===== config.mk =====
export PLATFORM = sky130hd
export DESIGN_NAME = btn_ctrl
export DESIGN_NICKNAME = d
export VERILOG_FILES = /design/src/rtl/btn_ctrl.sv
export SDC_FILE = /design/constraint.sdc
export NUM_CORES = 1
export LEC_CHECK = 0
export CELL_PAD_IN_SITES_DETAIL_PLACEMENT = 1
export CELL_PAD_IN_SITES_GLOBAL_PLACEMENT = 1
export CORE_MARGIN = 2
export CORE_UTILIZATION = 50
export CTS_BUF_LIST = sky130_fd_sc_hd__clkbuf_4 sky130_fd_sc_hd__clkbuf_8
export CTS_CLUSTER_DIAMETER = 60
export CTS_CLUSTER_SIZE = 24
export DETAILED_ROUTE_END_ITERATION = 12
export HOLD_SLACK_MARGIN = 0.05
export PLACE_DENSITY = 0.91
export SYNTH_ARGS = -nofsm -noshare
export SYNTH_HDL_FRONTEND = slang
export SYNTH_SLANG_ARGS = --single-unit
export TNS_END_PERCENT = 5

===== constraint.sdc =====
create_clock -name clk27 -period 4.21 [get_ports clk27]
set_clock_uncertainty 0.2 [all_clocks]
set_input_delay 0.421 -clock clk27 [delete_from_list [all_inputs] [get_ports clk27]]
set_output_delay 0.421 -clock clk27 [all_outputs]
set_load 0.05 [all_outputs]

===== src/rtl/btn_ctrl.sv =====
// btn_ctrl: two-button synchronizer, debounce, press/release/long-press events and event counter.
// Optional macro BTN_AUTOREPEAT_EN adds periodic press events while a button is long-pressed.
module btn_ctrl #(
  parameter int unsigned DEBOUNCE_CYCLES = 270000,
  parameter int unsigned HOLD_CYCLES     = 27000000,
  parameter int unsigned REPEAT_CYCLES   = 5400000
) (
  input  logic       clk27,
  input  logic       reset,
  input  logic [1:0] btn_n_i,
  output logic [1:0] btn_o,
  output logic [1:0] btn_press_o,
  output logic [1:0] btn_release_o,
  output logic [1:0] btn_long_o,
  output logic [7:0] btn_evt_cnt_o
);

  localparam int unsigned DBW = $clog2(DEBOUNCE_CYCLES + 1);
  localparam int unsigned HW  = $clog2(HOLD_CYCLES + 1);
  localparam logic [DBW-1:0] DB_MAX   = DBW'(DEBOUNCE_CYCLES - 1);
  localparam logic [HW-1:0]  HOLD_MAX = HW'(HOLD_CYCLES - 1);
`ifdef BTN_AUTOREPEAT_EN
  localparam int unsigned RW = $clog2(REPEAT_CYCLES + 1);
  localparam logic [RW-1:0]  REP_MAX  = RW'(REPEAT_CYCLES - 1);
`endif

  typedef enum logic [1:0] {
    ST_IDLE    = 2'd0,
    ST_PRESSED = 2'd1,
    ST_HELD    = 2'd2
  } state_e;

  logic [1:0]     sync1_q, sync2_q;
  logic [1:0]     btn_q, btn_d;
  logic [1:0]     rise, fall;
  logic [1:0]     press_d, press_q, release_q, long_q;
  logic [DBW-1:0] db_cnt_q [2];
  logic [DBW-1:0] db_cnt_d [2];
  logic [HW-1:0]  hold_q   [2];
  state_e         state_q  [2];
  logic [7:0]     evt_cnt_q;
`ifdef BTN_AUTOREPEAT_EN
  logic [RW-1:0]  rep_q    [2];
`else
  if (REPEAT_CYCLES > 0) begin : g_no_repeat
  end
`endif

  // Inverted at the input so a cleared synchronizer reads as "not pressed".
  always_ff @(posedge clk27) begin
    if (reset) begin
      sync1_q <= '0;
      sync2_q <= '0;
    end else begin
      sync1_q <= ~btn_n_i;
      sync2_q <= sync1_q;
    end
  end

  always_comb begin
    for (int unsigned i = 0; i < 2; i++) begin
      btn_d[i]    = btn_q[i];
      db_cnt_d[i] = '0;
      if (sync2_q[i] != btn_q[i]) begin
        if (db_cnt_q[i] == DB_MAX) begin
          btn_d[i] = ~btn_q[i];
        end else begin
          db_cnt_d[i] = db_cnt_q[i] + DBW'(1);
        end
      end
    end
    rise = btn_d & ~btn_q;
    fall = ~btn_d & btn_q;
  end

  always_ff @(posedge clk27) begin
    if (reset) begin
      btn_q <= '0;
      for (int unsigned i = 0; i < 2; i++) begin
        db_cnt_q[i] <= '0;
      end
    end else begin
      btn_q <= btn_d;
      for (int unsigned i = 0; i < 2; i++) begin
        db_cnt_q[i] <= db_cnt_d[i];
      end
    end
  end

  // Press events are decoded ahead of the FSM so the counter can add them in the same edge.
  always_comb begin
    for (int unsigned i = 0; i < 2; i++) begin
      press_d[i] = rise[i];
`ifdef BTN_AUTOREPEAT_EN
      if (!fall[i]) begin
        if (state_q[i] == ST_PRESSED && hold_q[i] == HOLD_MAX) begin
          press_d[i] = 1'b1;
        end
        if (state_q[i] == ST_HELD && rep_q[i] == REP_MAX) begin
          press_d[i] = 1'b1;
        end
      end
`endif
    end
  end

  always_ff @(posedge clk27) begin
    if (reset) begin
      press_q   <= '0;
      release_q <= '0;
      long_q    <= '0;
      evt_cnt_q <= '0;
      for (int unsigned i = 0; i < 2; i++) begin
        state_q[i] <= ST_IDLE;
        hold_q[i]  <= '0;
`ifdef BTN_AUTOREPEAT_EN
        rep_q[i]   <= '0;
`endif
      end
    end else begin
      press_q   <= press_d;
      release_q <= fall;
      evt_cnt_q <= evt_cnt_q + 8'(press_d[0]) + 8'(press_d[1]);
      for (int unsigned i = 0; i < 2; i++) begin
        case (state_q[i])
          ST_IDLE: begin
            if (rise[i]) begin
              state_q[i] <= ST_PRESSED;
              hold_q[i]  <= '0;
            end
          end
          ST_PRESSED: begin
            if (fall[i]) begin
              state_q[i] <= ST_IDLE;
            end else if (hold_q[i] == HOLD_MAX) begin
              state_q[i] <= ST_HELD;
              long_q[i]  <= 1'b1;
`ifdef BTN_AUTOREPEAT_EN
              rep_q[i]   <= '0;
`endif
            end else begin
              hold_q[i] <= hold_q[i] + HW'(1);
            end
          end
          ST_HELD: begin
            // Hold counter is left at its terminal value here, so it never wraps.
            if (fall[i]) begin
              state_q[i] <= ST_IDLE;
              long_q[i]  <= 1'b0;
            end
`ifdef BTN_AUTOREPEAT_EN
            else if (rep_q[i] == REP_MAX) begin
              rep_q[i] <= '0;
            end else begin
              rep_q[i] <= rep_q[i] + RW'(1);
            end
`endif
          end
          default: begin
            state_q[i] <= ST_IDLE;
            long_q[i]  <= 1'b0;
          end
        endcase
      end
    end
  end

  assign btn_o         = btn_q;
  assign btn_press_o   = press_q;
  assign btn_release_o = release_q;
  assign btn_long_o    = long_q;
  assign btn_evt_cnt_o = evt_cnt_q;

endmodule


# Word level (Yosys, flattened, before mapping)

Memories as Yosys holds them, arrays and structs flattened.
Index checks and enable logic that the tools add are counted.

Bits in registers: 20
Bits in latches: 0
RAM bits: 92
ROM bits: 0
Bits of input ports: 4
Output and inout port bits: 16
Memories: 3

Memories:

| name     | depth | bits a word | read ports | clocked after memory_dff | wr ports | line | source |
|---|---|---|---|---|---|---|---|
| hold_q   | 2     | 25          | 2          | 0                        | 2        | 39   | `logic [HW-1:0] hold_q [2];` |
| db_cnt_q | 2     | 19          | 2          | 0                        | 2        | 37   | `logic [DBW-1:0] db_cnt_q [2];` |
| state_q  | 2     | 2           | 2          | 0                        | 2        | 40   | `state_e state_q [2];` |

Add/subtract/negate cells: 6
$mul: 0
Div/mod/pow operators: 0
Order comparisons: 0
Equal/unequal tests: 16
Shift-type cells: 0
Multiplexer cells: 83
Bitwise operators: 25
Reduce and logical (&&, ||, !) cells: 6

Operator list:

| cell                                                 | count |
|---|---|
| two-way mux 19 bit                                   | 6 |
| two-way mux 25 bit                                   | 4 |
| two-way mux 1 bit                                    | 61 |
| adder 25 x 1 -> 25 bit (second input constant)       | 2 |
| equality test 25 bit (second input constant)         | 2 |
| adder 19 x 1 -> 19 bit (second input constant)       | 2 |
| equality test 19 bit (second input constant)         | 2 |
| two-way mux 2 bit                                    | 10 |
| adder 8 x 1 -> 8 bit                                 | 2 |
| OR 1 bit                                             | 16 |
| inequality test 2 bit (second input constant)        | 6 |
| AND reduction 4 bit                                  | 2 |
| inverter 2 bit                                       | 3 |
| case mux 1 bit (3 select lines)                      | 2 |
| OR reduction 3 bit                                   | 2 |
| bitwise AND 2 bit                                    | 2 |
| equality test 2 x 1 -> 1 bit (second input constant) | 2 |
| equality test 2 bit (second input constant)          | 2 |
| zero test 2 bit                                      | 2 |
| inverter 1 bit                                       | 4 |
| inequality test 1 bit                                | 2 |

# Longest topological paths before layout

Gate-level depths: netlist of run 1.

Depth after elaboration: 13
Depth in mapped cells: 11
Mapped depth without buffers: 10

# Worst setup path before layout of run 1

OpenSTA, ideal clock, no wires.

Kind: register -> register
Start point: mem db_cnt_q[0][19] (netlist bit)
End point: mem hold_q[1][0] (netlist bit) (enable)
Data arrival time: 2.570 ns
Required time: 3.624 ns
Path slack: 1.054 ns
Cell stages (with the launch flop): 8
Path buffers: 1
Cells stage by stage: dfxtp_1 ha_1 and4_1 nand3_1 or4_4 buf_6 or4_4 nand3_1

RTL lines:

| what            | line |
|---|---|
| start, declared | 37 |
| end, declared   | 39 |

==> parameters.txt, run 1 <==
Parameter                              Value

Routing
  Routed wire per std cell ... 17.29 um
  DRC viols ... 0
  DR vias/cell ... 5.728
  First-pass iteration count of the detailed router ... 5
  Remaining number of nets flagged by the antenna check after routing ... 0
  Starting DRC count in detailed routing ... 201
  Sum of routed wire length over all layers ... 12,210 um
  Vias after detailed routing ... 4,044

Yosys
  Yosys synthesis warning count ... 0
  Adder-cell area share of the yosys netlist ... 1.539%
  Net count after synthesis ... 555
  Prevailing post-synth register cell ... dfxtp_1
  Library cells used by synthesis ... 45
  Mux share of post-synthesis cell area ... 0.5830%
  Fraction of the mapped netlist area in compound gates ... 2.659%
  Synthesized instance count ... 545
  Count of flip-flops with a built-in enable after synthesis ... 53
  Dominant combinational cell family by area after synthesis ... simple AND/OR/NAND/NOR gates
  Post-Synthesis Mean Instance Area ... 9.844 sq um
  Cell area after synthesis ... 5365 sq um
  Post-synthesis share of cell area spent on xor and xnor gates ... 14.04%
  Simple-gate share of the synthesized area ... 27.24%
  Register area share after synthesis ... 51.68%
  Share of synthesized registers carrying an async set or reset ... 0%
  Flops & latches, synth ... 112

Floorplanning
  Die ar. ... 11,570 sq um
  Die Width ... 107.6 um
  Initial core utilization ... 51.74%
  I/O pin cnt ... 20
  Core Box Area ... 10,370 sq um
  Die Span Y ... 107.6 um
  Placement row count ... 37

Final layout
  Layout cells sized above 1 ... 5.263%
  Fill cell count ... 1,198
  Area of all sequential standard cells ... 2773 sq um
  Share of the core filled with cells ... 56.77%
  Total area of multi-input combinational cells ... 2471 sq um
  Area growth from synthesis to layout ... 9.725%
  Count of inserted antenna diode cells ... 0
  Final net count ... 575

Run
  Maximum capacitance violations ... 0

GRT
  Initial antenna violation count ... 0
  Total Routing Usage GR ... 22.91%
  Overflow left after global routing ... 0
  First-pass GRT wire length ... 20,950 um
  Pin count of the biggest net entering global routing ... 29
  Via count of the first global-routing pass ... 4,317

Worst setup path
  Critical path class ... flop to flop
  Category of the worst setup path capture point ... flop
  Maximum fanout along the worst path ... 25
  CP cell instances ... ha_1 -> and4_1 -> nand3_1 -> or4_4 -> or4_4 -> nand3_1 -> buf_4
  Worst EP required ... 4.06 ns
  Maximum single-stage delay on the critical path ... 0.61 ns
  Critical path launch point type ... flop
  Data arrival, critical path ... 2.93 ns
  Worst path slowest cell ... or4_4

STA
  Number of failing hold endpoints at the final stage ... 0
  Max-slew violations ... 0
  Max-slew headroom at the worst pin ... 28.45%
  Total setup violations reported at the end of the flow ... 0
  Shortest period the worst path allows ... 3.084 ns
  Total Negative Setup Slacks ... 0 ns
  Final period utilization ... 73.25%
  Pin slew with the least headroom to its limit ... 1.063 ns
  RSZ-0062 raised after global routing ... no
  Highest attainable clock frequency ... 0.3243 GHz

Power
  Highest ir drop seen on vdd ... 0.1604 mV
  P per Cell Area ... 321.6 nW/um^2
  Total leakage power ... 1.924 nW

Clock network
  Hold bufs inserted after CTS ... 0
  Buffer levels on the longest clock path ... 2
  Cts bufs inserted ... 9
  # H-tree levels ... 3
  Post-CTS setup buffer count ... 0
  Master cell of the clock root buffer ... clkbuf_8
  TritonCTS clock tree ... built
  Total clock sinks ... 112
  Clock-pin slew reported for the worst setup and hold paths after clock tree synthesis ... 0.10 ns
  Worst-skew pair later-pin latency ... 0.38 ns
  Number of gates resized after cts ... 0

Run status
  Run status ... completed

Hold path
  Min-Delay Path Class ... flop to flop

Placement
  Placed wire-length estimate ... 8629 um
  I/O Buffers ... 19
  Final weighted congestion of routability-driven global placement ... 0.7763
-- power by group --
part	switching [mW]	leakage [nW]	internal, mW
Clock	0.353	0.0995	0.277
Sequential	0.0307	1.03	1.16
Combinational	0.0415	0.797	0.0258
Total	0.426	1.92	1.47
-- metrics by stage --
step	instances	hold WS [ns]	setup slack (ns)	instance area (sq um)	power (mW)
after floorplan	545	0.2130	1.054	5365	1.259
after global placement	690	0.2166	1.295	5694	1.277
after detailed placement	690	0.2551	1.159	5694	1.286
after CTS	706	0.2684	1.116	5887	1.898
after global routing	706	0.2837	1.010	5887	1.950
final	706	0.2640	1.126	5887	1.893
-- logic make-up after synthesis --
kind of cell / count (synthesis)
flip-flops: 112
adder cells (fa/ha/maj): 6
multiplexers: 3
buffers and inverters: 29
AO/OA/AOI/OAI: 19
XOR/XNOR: 86
AND/OR/NAND/NOR: 290
-- worst paths after layout --
kind / from / endpoint / slack, ns / cells past startpoint
worst max-delay path: db_cnt_q[0][19] / hold_q[1][13] / 1.13 / 7
worst min-delay path: sync1_q[0] / sync2_q[0] / 0.26 / 1
worst max register to register: db_cnt_q[0][19] / hold_q[1][13] / 1.13 / 7
worst min register to register: sync1_q[0] / sync2_q[0] / 0.26 / 1
-- routing by layer --
metal	track usage (%)	part of all wire, %
met2	39.35	51
met3	3.571	2.7
met5	0	0
met4	8.883	2.0
met1	28.96	44
-- cells in the final DEF, fill, tap and decap left out, types with 2 or more instances in the layout --
cell	n
or3_1	3
o31a_1	2
xnor2_1	38
nand4_1	22
clkbuf_4	2
clkdlybuf4s50_1	19
nor3_1	10
ha_1	5
nand2b_1	4
and4_1	11
nor4_1	7
o31ai_1	2
nor2_1	115
o21ai_0	2
mux2i_1	2
dfxtp_1	59
nand3_1	38
buf_4	5
or4_4	2
or4_1	2
clkbuf_8	12
nand2_1	30
and3_1	21
nor2b_1	8
or2_2	3
inv_1	14
xor2_1	48
nor4b_1	7
a21oi_1	4
edfxtp_1	53
and2_1	4
-- Yosys cell counts, types with 2 or more instances --
cell type	instances	area, sq um
o31a_1	2	17.52
nand4_1	22	137.6
o21ai_0	2	10.01
edfxtp_1	53	1592
clkbuf_1	9	33.78
or4_1	2	15.01
or3_1	3	18.77
and4_1	11	96.34
nand2_1	30	112.6
inv_1	14	52.55
or2_2	3	18.77
a21oi_1	4	20.02
buf_2	4	20.02
xnor2_1	38	332.8
nand2b_1	4	25.02
or4_4	2	22.52
ha_1	5	62.56
and2_1	4	25.02
o31ai_1	2	15.01
xor2_1	48	420.4
mux2i_1	2	20.02
nor2b_1	8	50.05
and3_1	21	131.4
nor2_1	115	431.7
nor4b_1	7	61.31
nor3_1	10	50.05
nand3_1	38	190.2
nor4_1	7	43.79
dfxtp_1	59	1181
-- critical path, delay by kind of cell (launching register included) --
family        cells  cell delay [ns]
flops             1             0.38
buf+inv           1             0.33
fa+ha+maj         1             0.23
simple gates      5             1.63
-- final cells by class --
type                       instances  area share (%)
clock buffer                      14           3.061
clock inverter                     2          0.2125
inverter                          14          0.8927
multi-input combinational        404           41.98
sequential                       112           47.10
tap                              136           2.891
timing repair buffer              24           3.868
-- registers in the layout, summed over array words and instances (netlist names), 4 cells and up --
name,count
hold_q,50
db_cnt_q,38
state_q,4
btn_evt_cnt_o,8
Note: power is estimated with default switching activity, not from simulation.
==> run 2: changes to the inputs <==
Clock period 4.21 ns to 3.09 ns, I/O delays scaled along.
==> parameters.txt, run 2 (same netlist as run 1, synthesis figures left out) <==
Parameter                              Value

Clock network
  Cts bufs inserted ... 9 (unchanged)
  Number of gates resized after cts ... 0 (unchanged)
  # H-tree levels ... 3 (unchanged)
  Clock-pin slew reported for the worst setup and hold paths after clock tree synthesis ... 0.10 ns (about the same)
  Master cell of the clock root buffer ... clkbuf_8
  Total clock sinks ... 112 (unchanged)
  TritonCTS clock tree ... built
  Worst-skew pair later-pin latency ... 0.38 ns (about the same)
  Post-CTS setup buffer count ... 0 (unchanged)
  Hold bufs inserted after CTS ... 0 (unchanged)
  Buffer levels on the longest clock path ... 2 (unchanged)

Worst setup path
  Maximum fanout along the worst path ... 10 (-60%)
  Maximum single-stage delay on the critical path ... 0.61 ns (about the same)
  Number of buffer and inverter stages on the critical path ... 0 (-1)
  CP cell instances ... ha_1 -> and4_1 -> nand3_1 -> or4_4 -> nor2_1 -> fa_1 -> ha_1 -> nand3_1 -> xor2_1 -> nor2_1
  Worst EP required ... 3.16 ns (-0.90 ns)
  Reg2Reg Setup Slack ... 0.19 ns (-0.94 ns)
  Gate family responsible for the most delay along the worst path ... simple AND/OR/NAND/NOR gates
  Data arrival, critical path ... 2.97 ns (+0.04 ns)
  Critical path launch point type ... flop
  Critical path class ... flop to flop
  Category of the worst setup path capture point ... flop
  Worst path slowest cell ... or4_4

Placement
  Worst setup slack before clock tree synthesis ... 0.2055 ns (-0.9535 ns)
  I/O Buffers ... 19 (unchanged)
  Final weighted congestion of routability-driven global placement ... 0.8139 (+4.8%)
  Placed wire-length estimate ... 8567 um (-0.71%)

Final layout
  Commonest non-fill, non-tap cell in the layout ... nor2_1
  Register with the most flip-flops ... hold_q
  Most used cells in the layout excluding fill and tap cells ... 115 x nor2_1, 59 x dfxtp_1, 53 x edfxtp_1
  Area growth from synthesis to layout ... 10.66%
  Layout cells sized above 1 ... 5.759% (+0.50 points)
  Number of flip-flops in the largest register ... 50 (unchanged)
  Count of inserted antenna diode cells ... 0 (unchanged)
  Final net count ... 578 (+0.52%)

Floorplanning
  I/O pin cnt ... 20 (unchanged)
  Core Box Area ... 10,370 sq um (unchanged)
  Initial core utilization ... 51.74% (unchanged)
  Die ar. ... 11,570 sq um (unchanged)
  Die Width ... 107.6 um (unchanged)
  Die Span Y ... 107.6 um (unchanged)
  Placement row count ... 37 (unchanged)

STA
  Pin slew with the least headroom to its limit ... 0.6257 ns (-0.4378 ns)
  Highest attainable clock frequency ... 0.3446 GHz (+6.3%)
  Number of failing hold endpoints at the final stage ... 0 (unchanged)
  Shortest period the worst path allows ... 2.902 ns (-0.1818 ns)
  Max-slew violations ... 0 (unchanged)
  Total Negative Setup Slacks ... 0 ns (unchanged)
  Total setup violations reported at the end of the flow ... 0 (unchanged)
  Least setup slack across all paths after layout ... 0.1880 ns (-0.9382 ns)
  Final period utilization ... 93.92% (+21 points)
  Max-slew headroom at the worst pin ... 58.19% (+30 points)
  RSZ-0062 raised after global routing ... no

Run status
  Run status ... completed

GRT
  Pin count of the biggest net entering global routing ... 26 (-10%)
  Via count of the first global-routing pass ... 4,290 (-0.63%)
  Overflow left after global routing ... 0 (unchanged)
  Initial antenna violation count ... 0 (unchanged)
  Total Routing Usage GR ... 23.05% (+0.14 points)
  First-pass GRT wire length ... 21,030 um (+0.40%)

Routing
  Sum of routed wire length over all layers ... 12,360 um (+1.3%)
  First-pass iteration count of the detailed router ... 4 (-1)
  Vias after detailed routing ... 4,026 (-0.45%)
  Starting DRC count in detailed routing ... 216 (+7.5%)
  Remaining number of nets flagged by the antenna check after routing ... 0 (unchanged)
  DRC viols ... 0 (unchanged)
  DR vias/cell ... 5.678 (-0.87%)
  Routed wire per std cell ... 17.44 um (+0.83%)

Power
  Highest ir drop seen on vdd ... 0.2111 mV (+32%)
  Total leakage power ... 1.960 nW (+1.9%)
  P per Cell Area ... 442.5 nW/um^2 (+38%)

Hold path
  Min-Delay Path Class ... flop to flop

Run
  Maximum capacitance violations ... 0 (unchanged)
## run 2: final cells by class
class,count,area [sq um]
inverter,14,52.55
tap,136,170.2
fill,1181,4433
multi-input combinational,404,2476
clock inverter,4,43.79
timing repair buffer,27,262.8
clock buffer,12,158.9
sequential,112,2773
## run 2: metrics by stage
stage / power, mW / std cells / utilization [%] / hold WS [ns] / cell area, sq um
floorplan: 1.716 / 545 / - / 0.1757 / 5370
global placement: 1.743 / 693 / 55.30 / 0.2168 / 5734
detailed placement: 1.752 / 693 / 55.30 / 0.2340 / 5734
global route: 2.710 / 709 / 57.25 / 0.2613 / 5937
CTS: 2.644 / 709 / 57.25 / 0.2453 / 5937
finish: 2.627 / 709 / 57.25 / 0.2539 / 5937
## run 2: worst paths after layout
check,from,end,cells after the start
max,db_cnt_q[0][19],btn_evt_cnt_o[4],10
min,sync1_q[1],sync2_q[1],1
max reg2reg,db_cnt_q[0][19],btn_evt_cnt_o[4],10
min reg2reg,sync1_q[1],sync2_q[1],1
## run 2: routing by layer
metal | share of wire, % | vias up | wire [um] | track usage, %
li1 | - | 1948 | - | -
met1 | 45 | 2015 | 5545 | 29.25
met2 | 51 | 44 | 6302 | 39.76
met3 | 2.0 | 19 | 251 | 2.724
met4 | 2.1 | 0 | 263 | 9.615
met5 | 0 | - | 0 | 0
## run 2: report_power, final
group,internal (mW),switching [mW],total (mW),leakage [nW]
Combinational,0.0372,0.0558,0.0930,0.822
Sequential,1.59,0.0418,1.63,1.03
Clock,0.424,0.482,0.905,0.111
